### src/rtl/ahb_cmd_arbiter.sv
// ---------------------------------------------------------------------------
// ahb_cmd_arbiter
//   Shares the single command/response port of an AHB master between
//   NUM_REQ requesters. Arbitration is round-robin. A grant is held for the
//   whole transaction: for writes until the master accepts the command, for
//   reads until the read data has been handed back to the issuing requester.
//
// Optional feature (compile-time macro AHB_ARB_RSP_TIMEOUT_EN):
//   Read-response watchdog. If the master does not return read data within
//   TIMEOUT_CYCLES cycles, the requester gets a one-cycle 32'hDEAD_BEEF
//   response, timeout_o pulses, and the arbiter returns to IDLE. Without the
//   macro there is no timer, timeout_o is tied low, and RSP waits forever.
//
// Ports:
//   hclk, hreset   clock, asynchronous active-high reset
//   req_*_i/o      per-requester command side (packed by requester index)
//   rsp_*          per-requester read-data side (rdata shared by all)
//   m_din_*, m_wr_en_o, m_rd_en_o, m_data_size_o, m_addr_o, m_wdata_o
//                  command port to the AHB master
//   m_dout_*, m_rdata_i
//                  read-data port from the AHB master
//   timeout_o      one-cycle watchdog pulse
// ---------------------------------------------------------------------------
module ahb_cmd_arbiter #(
  parameter int NUM_REQ        = 4,
  parameter int GNT_W          = (NUM_REQ > 1) ? $clog2(NUM_REQ) : 1,
  parameter int TIMEOUT_CYCLES = 256
) (
  input  logic                  hclk,
  input  logic                  hreset,
  input  logic [NUM_REQ-1:0]    req_vld_i,
  output logic [NUM_REQ-1:0]    req_rdy_o,
  input  logic [NUM_REQ-1:0]    req_wr_en_i,
  input  logic [NUM_REQ-1:0]    req_rd_en_i,
  input  logic [3*NUM_REQ-1:0]  req_size_i,
  input  logic [32*NUM_REQ-1:0] req_addr_i,
  input  logic [32*NUM_REQ-1:0] req_wdata_i,
  output logic [NUM_REQ-1:0]    rsp_vld_o,
  output logic [31:0]           rsp_rdata_o,
  input  logic [NUM_REQ-1:0]    rsp_rdy_i,
  output logic                  m_din_vld_o,
  input  logic                  m_din_rdy_i,
  output logic                  m_wr_en_o,
  output logic                  m_rd_en_o,
  output logic [2:0]            m_data_size_o,
  output logic [31:0]           m_addr_o,
  output logic [31:0]           m_wdata_o,
  input  logic                  m_dout_vld_i,
  input  logic [31:0]           m_rdata_i,
  output logic                  m_dout_rdy_o,
  output logic                  timeout_o
);

  localparam logic [1:0] ST_IDLE = 2'd0;
  localparam logic [1:0] ST_CMD  = 2'd1;
  localparam logic [1:0] ST_RSP  = 2'd2;

  logic [1:0]       state;
  logic [GNT_W-1:0] gnt_idx;
  logic [GNT_W-1:0] last_gnt;
  logic [GNT_W-1:0] pick_idx;
  logic             pick_found;
  logic             g_wr;
  logic             g_rd;
  logic             cmd_is_read;
  logic             rsp_hs;
  logic             rsp_abort;

  // Round-robin pick: first requesting index above last_gnt, wrapping.
  // NOTE: every variable written in an always_comb gets a default first,
  // otherwise an unassigned path infers a latch.
  always_comb begin
    pick_idx   = '0;
    pick_found = 1'b0;
    for (int k = 1; k <= NUM_REQ; k++) begin
      if (!pick_found && req_vld_i[(int'(last_gnt) + k) % NUM_REQ]) begin
        pick_found = 1'b1;
        pick_idx   = GNT_W'((int'(last_gnt) + k) % NUM_REQ);
      end
    end
  end

  assign g_wr        = req_wr_en_i[gnt_idx];
  assign g_rd        = req_rd_en_i[gnt_idx];
  // Write wins when a requester sets both enables.
  assign cmd_is_read = g_rd & ~g_wr;
  assign rsp_hs      = (state == ST_RSP) & m_dout_vld_i & rsp_rdy_i[gnt_idx];

`ifdef AHB_ARB_RSP_TIMEOUT_EN
  logic [15:0] timer;
  logic        timeout_hit;

  assign timeout_hit = (state == ST_RSP) & ~rsp_hs &
                       (timer == 16'(TIMEOUT_CYCLES - 1));
  assign rsp_abort   = timeout_hit;

  always_ff @(posedge hclk or posedge hreset) begin
    if (hreset) begin
      timer <= '0;
    end else if (state == ST_CMD && m_din_rdy_i && cmd_is_read) begin
      timer <= '0;
    end else if (state == ST_RSP && !rsp_hs) begin
      timer <= timer + 16'd1;
    end
  end
`else
  localparam int timeout_unused = TIMEOUT_CYCLES;
  assign rsp_abort = 1'b0;
`endif

  // NOTE: sequential state uses non-blocking assignments so every flop
  // samples the pre-edge values of the others.
  always_ff @(posedge hclk or posedge hreset) begin
    if (hreset) begin
      state    <= ST_IDLE;
      gnt_idx  <= '0;
      last_gnt <= GNT_W'(NUM_REQ - 1);
    end else begin
      case (state)
        ST_IDLE: begin
          if (pick_found) begin
            gnt_idx  <= pick_idx;
            last_gnt <= pick_idx;
            state    <= ST_CMD;
          end
        end
        ST_CMD: begin
          // Accept cycle always returns through IDLE: one bubble per transfer.
          if (m_din_rdy_i) state <= cmd_is_read ? ST_RSP : ST_IDLE;
        end
        ST_RSP: begin
          if (rsp_hs || rsp_abort) state <= ST_IDLE;
        end
        default: state <= ST_IDLE;
      endcase
    end
  end

  always_comb begin
    req_rdy_o     = '0;
    rsp_vld_o     = '0;
    rsp_rdata_o   = '0;
    m_din_vld_o   = 1'b0;
    m_wr_en_o     = 1'b0;
    m_rd_en_o     = 1'b0;
    m_data_size_o = '0;
    m_addr_o      = '0;
    m_wdata_o     = '0;
    m_dout_rdy_o  = 1'b1;  // drain stray master data outside RSP
    timeout_o     = 1'b0;
    case (state)
      ST_CMD: begin
        m_din_vld_o        = 1'b1;
        m_wr_en_o          = g_wr;
        m_rd_en_o          = cmd_is_read;
        m_data_size_o      = req_size_i[int'(gnt_idx)*3 +: 3];
        m_addr_o           = req_addr_i[int'(gnt_idx)*32 +: 32];
        m_wdata_o          = req_wdata_i[int'(gnt_idx)*32 +: 32];
        req_rdy_o[gnt_idx] = m_din_rdy_i;
      end
      ST_RSP: begin
        rsp_vld_o[gnt_idx] = m_dout_vld_i;
        rsp_rdata_o        = m_rdata_i;
        m_dout_rdy_o       = rsp_rdy_i[gnt_idx];
`ifdef AHB_ARB_RSP_TIMEOUT_EN
        if (timeout_hit) begin
          rsp_vld_o[gnt_idx] = 1'b1;
          rsp_rdata_o        = 32'hDEAD_BEEF;
          timeout_o          = 1'b1;
        end
`endif
      end
      default: ;
    endcase
  end

endmodule
### config.mk
export PLATFORM = sky130hd
export DESIGN_NAME = ahb_cmd_arbiter
export DESIGN_NICKNAME = d
export VERILOG_FILES = /design/src/rtl/ahb_cmd_arbiter.sv
export SDC_FILE = /design/constraint.sdc
export NUM_CORES = 1
export LEC_CHECK = 0
export ABC_CLOCK_PERIOD_IN_PS = 2100
export CORE_AREA = 4 4 166 168
export CTS_CLUSTER_DIAMETER = 200
export DETAILED_ROUTE_END_ITERATION = 8
export DIE_AREA = 0 0 170 172
export MAX_ROUTING_LAYER = met4
export PLACE_DENSITY = 0.42
export SYNTH_ARGS = -nofsm -noshare
export SYNTH_HDL_FRONTEND = slang
export SYNTH_SLANG_ARGS = --single-unit
### constraint.sdc
create_clock -name hclk -period 2.1 [get_ports hclk]
set_input_delay 0.315 -clock hclk [delete_from_list [all_inputs] [get_ports hclk]]
set_output_delay 0.315 -clock hclk [all_outputs]
set_load 0.01 [all_outputs]
---- After elaboration in Yosys (flattened, before gate mapping) ----
Index checks and enable logic that the tools add are counted.
operators by class
  eq/ne operators ......................... 5
  reduce and logical (&&, ||, !) cells .... 14
  add/sub/neg operators ................... 4
  bitwise logic cells ..................... 10
  $lt $le $gt $ge ......................... 6
  muxes and demuxes ....................... 43
  multipliers ............................. 1
  shifts and indexed selects .............. 3
operators by type and width
  kind                                                        number
  indexed part select 128 x 8 -> 32 bit                       2
  two-way mux 32 bit                                          3
  two-way mux 1 bit                                           20
  less-than comparator 3 x 4 -> 1 bit, second input constant  4
  two-way mux 2 bit                                           8
  binary-select mux 1 bit (select 2 bit)                      7
  indexed part select 12 x 5 -> 3 bit                         1
  AND 4 bit                                                   2
  two-way mux 4 bit                                           2
  OR reduction 2 bit                                          4
  != test 2 bit, second input constant                        3
  case mux 2 bit (3 select lines)                             1
  adder 2 x 1 -> 2 bit, second input constant                 2
  adder 2 bit, second input constant                          2
  AND 1 bit, first input constant                             4
  logical AND 1 bit                                           4
  multiplier 2 x 2 -> 4 bit, second input constant            1
  AND 1 bit                                                   3
  zero test 1 bit                                             3
  less-than comparator 2 x 3 -> 1 bit, second input constant  1
  two-way mux 3 bit                                           1
  AND reduction 3 bit                                         1
  demux 1 bit (select 2 bit)                                  1
  equality test 2 x 1 -> 1 bit, second input constant         1
  5 further kinds                                             5
storage, ports and cells
  register bits ........................... 6
  output and inout bits ................... 112
  logic and storage cells ................. 89

---- Logic depth before layout (Yosys ltp) ----
Gate-level depths: netlist of run 1.
  word-level depth ........................ 18
  gate-level depth with buffers ........... 6
  depth with buffers taken out ............ 4

---- Worst setup path before layout of run 1 ----
OpenSTA, ideal clock, no wires.
  path type ............................... reg2out
  start ................................... register gnt_idx[0]
  end ..................................... output m_addr_o[25]
  cell stages (with the launch flop) ...... 5
  path slack .............................. 0.454 ns
  arrival ................................. 1.331 ns
  path buffers ............................ 2
  cell sequence ........................... dfrtp_1 -> buf_6 -> buf_8 -> mux4_2 -> and2_1
on the way
  longest elaborated chain between the ends .. 2
RTL lines
  what                                   line  source
  from (decl)                            59    logic [GNT_W-1:0] gnt_idx;
  from (signal assigned)                 122   gnt_idx <= pick_idx;
  indexed part select 128 x 8 -> 32 bit  157   m_addr_o = req_addr_i[int'(gnt_idx)*32 +: 32];
  two-way mux 32 bit                     151   case (state)
  to (decl)                              46    output logic [31:0] m_addr_o,
No other way between the ends.

---- Worst setup path in the final report of run 1 ----
  start ................................... register gnt_idx[0]
  end ..................................... output m_wdata_o[24]
on the way
  longest elaborated chain between the ends .. 2
RTL lines
  what                                   line  source
  indexed part select 128 x 8 -> 32 bit  158   m_wdata_o = req_wdata_i[int'(gnt_idx)*32 +: 32];
  two-way mux 32 bit                     151
  to (decl)                              47    output logic [31:0] m_wdata_o,
No other way between the ends.

==> results of run 1 <==
layout by cell type, fill, tap and decap left out, types with 2 or more instances in the layout:
| master | instances |
|---|---|
| clkdlybuf4s50_1 | 337 |
| buf_6 | 78 |
| mux4_2 | 68 |
| and2_4 | 51 |
| and2_1 | 50 |
| dlygate4sd2_1 | 19 |
| buf_2 | 18 |
| buf_12 | 15 |
| buf_4 | 14 |
| nor2_1 | 10 |
| nand2_1 | 7 |
| inv_1 | 6 |
| o21ai_0 | 5 |
| o21ai_1 | 4 |
| clkbuf_16 | 4 |
| nand3b_1 | 3 |
| nand2b_1 | 3 |
| clkbuf_2 | 3 |
| o221ai_1 | 2 |
| nor3_1 | 2 |
| dfrtp_4 | 2 |
| dfstp_2 | 2 |
| dfrtp_1 | 2 |
flip-flops by register name (all words and copies together), names as in the netlist:
register and count:
last_gnt 2, gnt_idx 2, state 2
cells in the mapped netlist, drive strengths merged (3+ instances only):
cell type / n
o21ai: 9
clkbuf: 10
nor2: 10
buf: 19
inv: 7
and2: 101
nand2b: 3
nand3b: 3
dfrtp: 4
mux4: 68
nand2: 7
cell families (layout without fill, tap and decap cells):
family                 Yosys count  after routing  synth area share, %
flip-flops                       6              6                 5.33
other                            1              1                0.131
buffers and inverters           36            500                 9.52
AND/OR/NAND/NOR                129            129                 26.7
multiplexers                    70             70                 54.2
AO/OA/AOI/OAI                   18             18                 4.15
critical path, stage by stage (launching register included):
cell	delay [ns]
dfrtp_4	0.53
buf_12	0.17
buf_12	0.14
buf_6	0.11
mux4_2	0.43
and2_4	0.16
buf_6	0.11
worst min path at each step:
stage / cells after the start / slack [ns] / to / from
finish: 2 / 0.31 / state[1] / hreset
global route: 2 / 0.36 / state[1] / hreset
CTS: 2 / 0.31 / state[1] / hreset
detailed placement: 2 / 0.49 / last_gnt[1] / last_gnt[1]
global placement: 2 / 0.47 / last_gnt[1] / last_gnt[1]
floorplan: 1 / 0.10 / gnt_idx[0] / hreset
metrics by stage:
| step | cell area (um^2) | cells | hold slack [ns] | setup TNS, ns | setup WS (ns) |
|---|---|---|---|---|---|
| 2_1_floorplan | 2870 | 260 | 0.105 | 0 | 0.454 |
| 6_report | 8290 | 1059 | 0.310 | -1.28 | -0.0916 |
| 3_5_place_dp | 7630 | 1017 | 0.489 | -8.05 | -0.203 |
| 4_1_cts | 8000 | 1053 | 0.315 | -5.20 | -0.197 |
| 3_3_place_gp | 7630 | 1017 | 0.469 | -8.32 | -0.227 |
| 5_1_grt | 8290 | 1059 | 0.362 | -3.83 | -0.131 |
power by group:
part           leakage [nW]  internal [mW]  switching, mW
combinational          3.24           5.18           3.10
sequential           0.0673          0.204         0.0998
clock                0.0382          0.253         0.0759
total                  3.35           5.63           3.27
final cells by class:
type	instances	area, um^2	area share [%]
multi-input combinational	218	2570	31.1
sequential	6	160	1.93
tap	335	419	5.06
clock buffer	4	78.8	0.951
timing repair buffer	489	5020	60.6
inverter	7	28.8	0.347
metal layers:
metal / GRT usage (%) / routed length (um) / vias up
met2: 26.2 / 11600 / 248
met4: 2.36 / 282 / 0
met3: 3.02 / 1770 / 14
li1: - / - / 1916
met1: 14.6 / 7700 / 2063
met5: - / 0 / -
timing repair:
| action | CTS | global route |
|---|---|---|
| pin swaps | 18 | 30 |
| setup endpoints to repair | 81 | 69 |
| buffers inserted | 29 | 10 |
| gates cloned | 3 | 1 |
| resized for setup | 382 | 88 |
==> summary.md, run 1 <==
| Metric | Value |
|---|---|
| Reg2reg path depth | 7 |
| Crit path required time | 1.78 ns |
| Worst Tran Pin Value | 0.540 ns |
| Post-Route Skew | 0.00152 ns |
| # diodes | 0 |
| Worst setup path end | m_wdata_o[24] |
| Proportion of layout cells with a drive suffix above 1 | 35.9% |
| Die Ht | 172 um |
| Synth Flop Type | dfrtp_1 |
| Post-route minimum period | 2.19 ns |
| Register area share after synthesis | 5.33% |
| Antenna violations before repair | 0 |
| CTS tree | yes |
| Post-synth net total | 580 |
| Final Hold Viols | 0 |
| Core Util, Final | 32.0% |
| DRT Pass-1 Iters | 4 |
| Ports | 432 |
| Layout area overhead | 189% |
| Post-synth top area cell | mux4_2 |
| Distinct cells, synth | 30 |
| First-pass GRT wire length | 29700 um |
| Netlist Area Pre-Place | 0.00287 mm^2 |
| RSZ-0062 raised after global routing | true |
| Yosys warning count | 0 |
| Row cnt | 59 |
| Routed Wire Length | 21400 um |
| Status | finished, violations left |
| Cells after Synth | 260 |
| Gr usage total | 13.7% |
| Avg Inst Size Synth | 11.0 um^2 |
| PnR Total Power | 8.91 mW |
| Chip width | 170 um |
| # hold bufs at CTS | 0 |
| Slew HR | 63.7% |
| Fin nets | 1045 |
| WL/cell | 20.2 um |
| FF-to-FF setup slack | 0.27 ns |
| Vias in the first global route | 4843 |
| Startpoint Class | flip-flop |
| Leakage | 3.35 nW |
| Largest net degree at the start of global routing | 45 |
| Setup crit end kind | primary output |
| Max-capacitance violation count | 0 |
| Cts bufs inserted | 3 |
| Routed Antenna Nets | 0 |
| Worst skew pair latency | 0.23 ns |
| Clock transition at path regs | 0.04 ns |
| Final-report max-slew violation count | 0 |
| CTS Sinks | 6 |
| DR vias/cell | 4.00 |
| PwrDens | 1080 mW/mm^2 |
| Min setup slack post-route | -0.0916 ns |
| FF-to-FF Start | gnt_idx[0] |
| Ys async rst share | 100% |
| Failing checks | setup timing |
| Max Clk Rate | 456 MHz |
| Final setup vio count | 36 |
| Initial core utilization | 11.1% |
| H-tree level count | 1 |
| Worst min-delay path category | primary input to asynchronous set/reset pin |
| Port Buffer Count | 430 |
| # fillers | 2653 |
| Worst vdd ir | 0.476 mV |
| Clock root cell | clkbuf_16 |
| Die ar. | 0.0292 mm^2 |
| Worst reg2reg endpoint | state[1] |
| RD Place Congestion | 0.905 |
| Clk buf depth | 2 |
| Critical Path Fanout Max | 8 |
| Share of the synthesized area in the top cell type | 53.4% |
| Post-synth EDFFs | 0 |
| Area contributors post-synth | mux4_2, and2_1, buf_12, dfrtp_1, dfstp_2 |
| Global route overflow | 0 |
| Via count | 4241 |
| Drt drc | 0 |
| Iter 0 DRT Violations | 99 |
| Final worst-path cycle share | 104% |
| DP HPWL | 17800 um |
| WP data arrival | 1.88 ns |
| Register bit total from synthesis | 6 |
| Worst Setup SP | gnt_idx[0] |
| Core area | 0.0259 mm^2 |
| Kind of critical path | flip-flop to primary output |
Power figures use the tool's default switching activity.
==> inputs of run 2 (changes only) <==
ABC_CLOCK_PERIOD_IN_PS = unset   (was 2100)
==> results of run 2 <==
Final layout, timing and power as in run 1 (identical DEF).
